## config.mk

```make
export PLATFORM = sky130hd
export DESIGN_NAME = fetch_queue
export DESIGN_NICKNAME = d
export VERILOG_FILES = /design/src/rtl/fetch_queue.sv
export SDC_FILE = /design/constraint.sdc
export NUM_CORES = 1
export LEC_CHECK = 0
export BUFFER_PORTS_ARGS = -buffer_cell sky130_fd_sc_hd__buf_2
export CORE_UTILIZATION = 45
export CTS_BUF_LIST = sky130_fd_sc_hd__clkbuf_4
export CTS_CLUSTER_SIZE = 20
export DETAILED_ROUTE_END_ITERATION = 6
export PLACE_DENSITY_LB_ADDON = 0.1
export SLEW_MARGIN = 20
export SYNTH_ARGS = -nofsm -noshare
export SYNTH_HDL_FRONTEND = slang
export SYNTH_SLANG_ARGS = --single-unit
```

## constraint.sdc

```tcl
create_clock -name clk -period 4.3 [get_ports clk]
set_clock_uncertainty 0.05 [all_clocks]
set_input_delay 0.86 -clock clk [delete_from_list [all_inputs] [get_ports clk]]
set_output_delay 0.86 -clock clk [all_outputs]
set_load 0.01 [all_outputs]
```

## src/rtl/fetch_queue.sv

```systemverilog
// Instruction fetch stage: word-addressed PC generation, one-cycle-latency
// imem reads, and a small {instr, pc} FIFO feeding decode over valid/ready.
//
// state  | meaning
// S_IDLE | out of reset, no requests issued yet
// S_RUN  | fetching; requests issued whenever the queue has room
module fetch_queue #(
  parameter int          DEPTH    = 4,
  parameter logic [31:0] RESET_PC = 32'd0
) (
  input  logic        clk,
  input  logic        rst_n,
  output logic        o_imem_req,
  output logic [31:0] o_imem_addr,
  input  logic [31:0] i_imem_rdata,
  input  logic        i_redirect,
  input  logic [31:0] i_redirect_pc,
  output logic        o_inst_valid,
  input  logic        i_inst_ready,
  output logic [31:0] o_inst_data,
  output logic [31:0] o_inst_pc,
  output logic [31:0] o_inst_pc_plus1
);

  localparam int               PTR_W   = $clog2(DEPTH);
  localparam logic [PTR_W+1:0] DEPTH_C = (PTR_W+2)'(DEPTH);

  typedef enum logic {S_IDLE, S_RUN} state_t;

  state_t             r_state;
  state_t             w_state_nxt;
  logic               w_run;

  logic [31:0]        r_fetch_pc;
  logic [31:0]        r_req_pc;
  logic               r_inflight;
  logic [PTR_W-1:0]   r_rd_ptr;
  logic [PTR_W-1:0]   r_wr_ptr;
  logic [PTR_W:0]     r_count;
  logic [31:0]        r_instr   [DEPTH];
  logic [31:0]        r_epc     [DEPTH];
  logic [31:0]        r_epc1    [DEPTH];

  logic [PTR_W+1:0]   w_occ;
  logic               w_issue;
  logic               w_write;
  logic               w_pop;

  always_ff @(posedge clk or negedge rst_n) begin
    if (!rst_n) r_state <= S_IDLE;
    else        r_state <= w_state_nxt;
  end

  always_comb begin
    w_state_nxt = r_state;
    case (r_state)
      S_IDLE:  w_state_nxt = S_RUN;
      S_RUN:   w_state_nxt = S_RUN;
      default: w_state_nxt = S_IDLE;
    endcase
  end

  always_comb begin
    w_run = 1'b0;
    if (r_state == S_RUN) w_run = 1'b1;
  end

  // Same-cycle pops are deliberately ignored in the room check.
  assign w_occ   = {1'b0, r_count} + {{(PTR_W+1){1'b0}}, r_inflight};
  assign w_issue = w_run & ~i_redirect & (w_occ < DEPTH_C);
  assign w_write = r_inflight & ~i_redirect;
  assign w_pop   = o_inst_valid & i_inst_ready;

  assign o_imem_req      = w_issue;
  assign o_imem_addr     = r_fetch_pc;
  assign o_inst_valid    = (r_count != '0) & ~i_redirect;
  assign o_inst_data     = r_instr[r_rd_ptr];
  assign o_inst_pc       = r_epc[r_rd_ptr];
  assign o_inst_pc_plus1 = r_epc1[r_rd_ptr];

  always_ff @(posedge clk or negedge rst_n) begin
    if (!rst_n) begin
      r_fetch_pc <= RESET_PC;
      r_req_pc   <= RESET_PC;
      r_inflight <= 1'b0;
      r_rd_ptr   <= '0;
      r_wr_ptr   <= '0;
      r_count    <= '0;
    end else if (i_redirect) begin
      r_fetch_pc <= i_redirect_pc;
      r_inflight <= 1'b0;
      r_rd_ptr   <= r_wr_ptr;
      r_count    <= '0;
    end else begin
      r_inflight <= w_issue;
      if (w_issue) begin
        r_fetch_pc <= r_fetch_pc + 32'd1;
        r_req_pc   <= r_fetch_pc;
      end
      if (w_write) r_wr_ptr <= r_wr_ptr + 1'b1;
      if (w_pop)   r_rd_ptr <= r_rd_ptr + 1'b1;
      r_count <= r_count + {{PTR_W{1'b0}}, w_write} - {{PTR_W{1'b0}}, w_pop};
    end
  end

  // pc+1 is stored alongside pc so the cleared head reads all-zero after reset.
  always_ff @(posedge clk or negedge rst_n) begin
    if (!rst_n) begin
      for (int i = 0; i < DEPTH; i++) begin
        r_instr[i] <= '0;
        r_epc[i]   <= '0;
        r_epc1[i]  <= '0;
      end
    end else if (w_write) begin
      r_instr[r_wr_ptr] <= i_imem_rdata;
      r_epc[r_wr_ptr]   <= r_req_pc;
      r_epc1[r_wr_ptr]  <= r_req_pc + 32'd1;
    end
  end

endmodule

```

==> PnR_summary.wiki <==
{| class="wikitable"
! Metric !! Value
|-
| Pin count of the biggest net entering global routing || 94
|-
| Share of total power in the clock network || between 20% and 30%
|-
| Final hold slack || around 0.18 ns
|-
| Total cell area at the placement stage || approximately 22000 um2
|-
| Clock transition at the registers of the reported paths || roughly 0.060 ns
|-
| Combined area of the multi-input logic cells || ~8500 um2
|-
| Cell depth of the worst flop-to-flop path || 6
|-
| Required time at the worst-slack endpoint || roughly 3.4 ns
|-
| Ys async rst share || 100.0%
|-
| Switch share || 33.27%
|-
| Standard-cell rows || 77
|-
| Worst flop-to-flop path endpoint || r_epc1[56]
|-
| Root Buffer || sky130_fd_sc_hd__clkbuf_4
|-
| Routed len/inst || approximately 20 um
|-
| Final global-route overflow total || 0
|-
| Setup crit end kind || primary output
|-
| CP Data Arrival Time || approximately 2.8 ns
|-
| Overall die width || about 210 um
|-
| Number of DRC markers after the initial detailed-route iteration || 691
|-
| Total area of sequential cells || 11440 um2
|-
| Drt pass-1 iters || 5
|-
| TritonCTS Buffers || 120
|-
| Cell internal power dissipation || 11.44 mW
|-
| Area growth syn-to-layout || 16.34%
|-
| Die Footprint || 46160 um2
|-
| Final period utilization || a little under nine tenths
|-
| Number of buffers added for setup after CTS || 0
|-
| Inst Count DP || ~2200
|-
| Number of sinks driven by the clock tree || 457
|-
| Vias per Instance || ~5.4
|-
| Routability congestion estimate || 0.8096
|-
| Hpwl dp || between 30 and 40 mm
|-
| Critical path peak fanout || 18
|-
| Max Transition Viols Final || 0
|-
| Via count of the first global-routing pass || approximately 14000
|-
| Status || finished clean
|-
| Summed instance area of the synthesized netlist || 20390 um2
|-
| Number of nets in the layout || roughly 1800
|-
| Number of antenna violations at the first check in global routing || 2
|-
| Capture point of the worst path || o_imem_req
|-
| Leakage dissipation || approximately 11 nW
|-
| Core ar. || 44410 um2
|-
| Number of flops mapped to enable cells by yosys || 0
|-
| Type of origin of the critical path || flop
|-
| Global-route wire length before repair || between 80 and 90 mm
|-
| Number of cells produced by synthesis || 1536
|-
| Register bit total from synthesis || 457
|-
| Net Switching || 5.704 mW
|-
| Cell variety after synth || just over 50
|-
| Unrepaired setup endpoints after global routing || no
|-
| Part of the total power dissipated in combinational logic || between 30% and 40%
|-
| Classification of the worst setup path || flop to primary output
|-
| Hold/Removal Path Class || input pin to flop
|-
| Post-layout min period || about 3.7 ns
|-
| Total track usage || 22.65%
|-
| Total of endpoints with negative setup slack in the final report || 0
|-
| IR drop worst, VDD || 331.1 uV
|-
| Register area share after synthesis || 56.09%
|-
| Predominant post-synthesis flop cell || sky130_fd_sc_hd__dfrtp_1
|-
| Yosys warning count || 0
|-
| Initial Utilization || 45.91%
|-
| Headroom to the max-slew limit || 40.11%
|-
| Actual slew at the worst max-slew pin || ~0.90 ns
|-
| Highest clock frequency the design can meet || about 270 MHz
|-
| Post-detailed-route count of antenna-violating nets || 0
|-
| Drc violations || 0
|-
| Number of hold-slack violations in the final timing report || 0
|-
| Proportion of power drawn by flip-flops and latches || 43.7%
|-
| Filler cells || slightly below 4000
|-
| Source-to-sink clock delay at the later pin of the worst-skew pair || 0.84 ns
|-
| Final standard cell utilization of the core || a little over half
|-
| Share of cells above drive strength 1 || a little over two fifths
|-
| Net count after synthesis || around 1600
|-
| FF-to-FF setup slack || 1.38 ns
|-
| Top-level I/O count || roughly 200
|-
| Total power divided by cell area || ~720 nW/um2
|-
| Chip height || 214.9 um
|-
| CTS tree || done
|-
| Sum of routed wire length over all layers || 50.38 mm
|-
| Setup TNS Final || 0 ns
|-
| R2r startpoint || r_req_pc[0]
|-
| Port Buffer Count || around 200
|-
| Syn avg cell area || about 13 um2
|-
| Area of all placed cells without fillers || 23720 um2
|-
| Count of maximum capacitance violations || 0
|-
| Maximum clock path buffer count || 3
|-
| Number of levels in the clock H-tree || 3
|-
| Total number of vias || 13360
|-
| Non-filler cells in the finished layout || 2459
|-
| Critical path launch point || r_count[1]
|}
layer usage:
| layer | up-vias | share of wire, % | wire length (um) | GRT usage (%) |
|---|---|---|---|---|
| met5 | - | 0.016 | 8 | 0 |
| met4 | 2 | 1.7 | 853 | 6.333 |
| met3 | 83 | 4.8 | 2393 | 5.067 |
| met2 | 316 | 46 | 22990 | 34.10 |
| met1 | 6864 | 48 | 24130 | 32.96 |
| li1 | 6091 | - | - | - |
registers in the layout (all words and copies together), names as in the netlist:
| signal | cells |
|---|---|
| r_epc | 128 |
| r_epc1 | 128 |
| r_rd_ptr | 2 |
| r_wr_ptr | 2 |
| o_imem_addr | 32 |
| r_count | 3 |
| r_inflight | 1 |
| r_req_pc | 32 |
| r_instr | 128 |
| r_state | 1 |
Yosys cell counts (4+ instances only):
| cell | count | share of area, % |
|---|---|---|
| sky130_fd_sc_hd__dfrtp_1 | 457 | 56 |
| sky130_fd_sc_hd__mux2_2 | 279 | 15 |
| sky130_fd_sc_hd__nand2_1 | 185 | 3.4 |
| sky130_fd_sc_hd__o21ai_0 | 166 | 4.1 |
| sky130_fd_sc_hd__mux4_2 | 96 | 11 |
| sky130_fd_sc_hd__clkbuf_1 | 68 | 1.3 |
| sky130_fd_sc_hd__xnor2_1 | 34 | 1.5 |
| sky130_fd_sc_hd__nand4_1 | 30 | 0.92 |
| sky130_fd_sc_hd__buf_1 | 26 | 0.48 |
| sky130_fd_sc_hd__xor2_1 | 25 | 1.1 |
| sky130_fd_sc_hd__nand3_1 | 23 | 0.56 |
| sky130_fd_sc_hd__nor2_1 | 23 | 0.42 |
| sky130_fd_sc_hd__inv_1 | 17 | 0.31 |
| sky130_fd_sc_hd__buf_2 | 16 | 0.39 |
| sky130_fd_sc_hd__nor4_1 | 14 | 0.43 |
| sky130_fd_sc_hd__nor3_1 | 11 | 0.27 |
| sky130_fd_sc_hd__ha_1 | 9 | 0.55 |
| sky130_fd_sc_hd__and3_1 | 6 | 0.18 |
| sky130_fd_sc_hd__and2_1 | 5 | 0.15 |
| sky130_fd_sc_hd__a31oi_1 | 4 | 0.12 |
worst max-delay path, cell delays in order, from the launching register on:
cell	delay, ns
sky130_fd_sc_hd__dfrtp_1	0.45
sky130_fd_sc_hd__ha_1	0.27
sky130_fd_sc_hd__or3_1	0.35
sky130_fd_sc_hd__o221ai_2	0.08
sky130_fd_sc_hd__buf_4	0.27
sky130_fd_sc_hd__nand2_2	0.19
sky130_fd_sc_hd__nor2_4	0.17
sky130_fd_sc_hd__buf_2	0.14
power by group through the flow:
stage | sequential, mW | combinational (mW) | clock, mW
2_1_floorplan | 6.85 | 4.25 | 0
3_3_place_gp | 7.49 | 5.72 | 0
3_5_place_dp | 7.55 | 5.85 | 0
4_1_cts | 7.48 | 5.87 | 4.05
5_1_grt | 7.76 | 6.26 | 4.28
6_report | 7.49 | 5.74 | 3.91
final cells by class:
| type | instances | share of cell area [%] |
|---|---|---|
| Sequential cell | 457 | 48.24 |
| Clock buffer | 184 | 5.823 |
| Tap cell | 592 | 3.123 |
| Antenna cell | 1 | 0.01055 |
| Inverter | 18 | 0.2848 |
| Multi-Input combinational cell | 948 | 35.68 |
| Clock inverter | 35 | 0.9231 |
| Timing Repair Buffer | 224 | 5.908 |
cells in the final DEF, fill, tap and decap left out, types with 26 or more instances in the layout:
cell type / instances
sky130_fd_sc_hd__buf_2: 196
sky130_fd_sc_hd__o21ai_0: 166
sky130_fd_sc_hd__xnor2_1: 34
sky130_fd_sc_hd__nand2_1: 181
sky130_fd_sc_hd__clkbuf_4: 184
sky130_fd_sc_hd__mux4_2: 96
sky130_fd_sc_hd__clkinv_1: 26
sky130_fd_sc_hd__mux2_2: 279
sky130_fd_sc_hd__nand4_1: 30
sky130_fd_sc_hd__dfrtp_1: 455
per-stage QoR:
stage | power (mW) | setup WS (ns)
after floorplan | 11.11 | 1.586
after global placement | 13.21 | 1.403
after detailed placement | 13.41 | 1.402
final | 17.14 | 0.6031
after global routing | 18.30 | 0.3746
after CTS | 17.40 | 0.4511
repair_timing:
item / CTS / global route
resized for setup: 0 / 0
hold buffers: 1 / 0
endpoints found under the hold margin: 86 / 0
logic make-up after synthesis:
| group | count (synthesis) | share of synthesized area, % |
|---|---|---|
| other | 1 | 0.01839 |
| flip-flops | 457 | 56.09 |
| AO/OA/AOI/OAI | 179 | 4.578 |
| buffers and inverters | 131 | 2.565 |
| adder cells (fa/ha/maj) | 10 | 0.6505 |
| XOR/XNOR | 59 | 2.535 |
| multiplexers | 376 | 26.06 |
| AND/OR/NAND/NOR | 323 | 7.499 |
worst min path at each step:
stage	start	to	slack [ns]	cells past startpoint
2_1_floorplan	r_epc1[32]	r_epc1[32]	0.39	2
6_report	i_redirect_pc[3]	o_imem_addr[3]	0.18	3
3_5_place_dp	r_epc1[50]	r_epc1[50]	0.42	2
3_3_place_gp	r_epc1[91]	r_epc1[91]	0.41	2
5_1_grt	i_redirect_pc[7]	o_imem_addr[7]	0.13	3
4_1_cts	i_redirect_pc[16]	o_imem_addr[16]	0.09	3
Note: power is estimated with default switching activity, not from simulation.
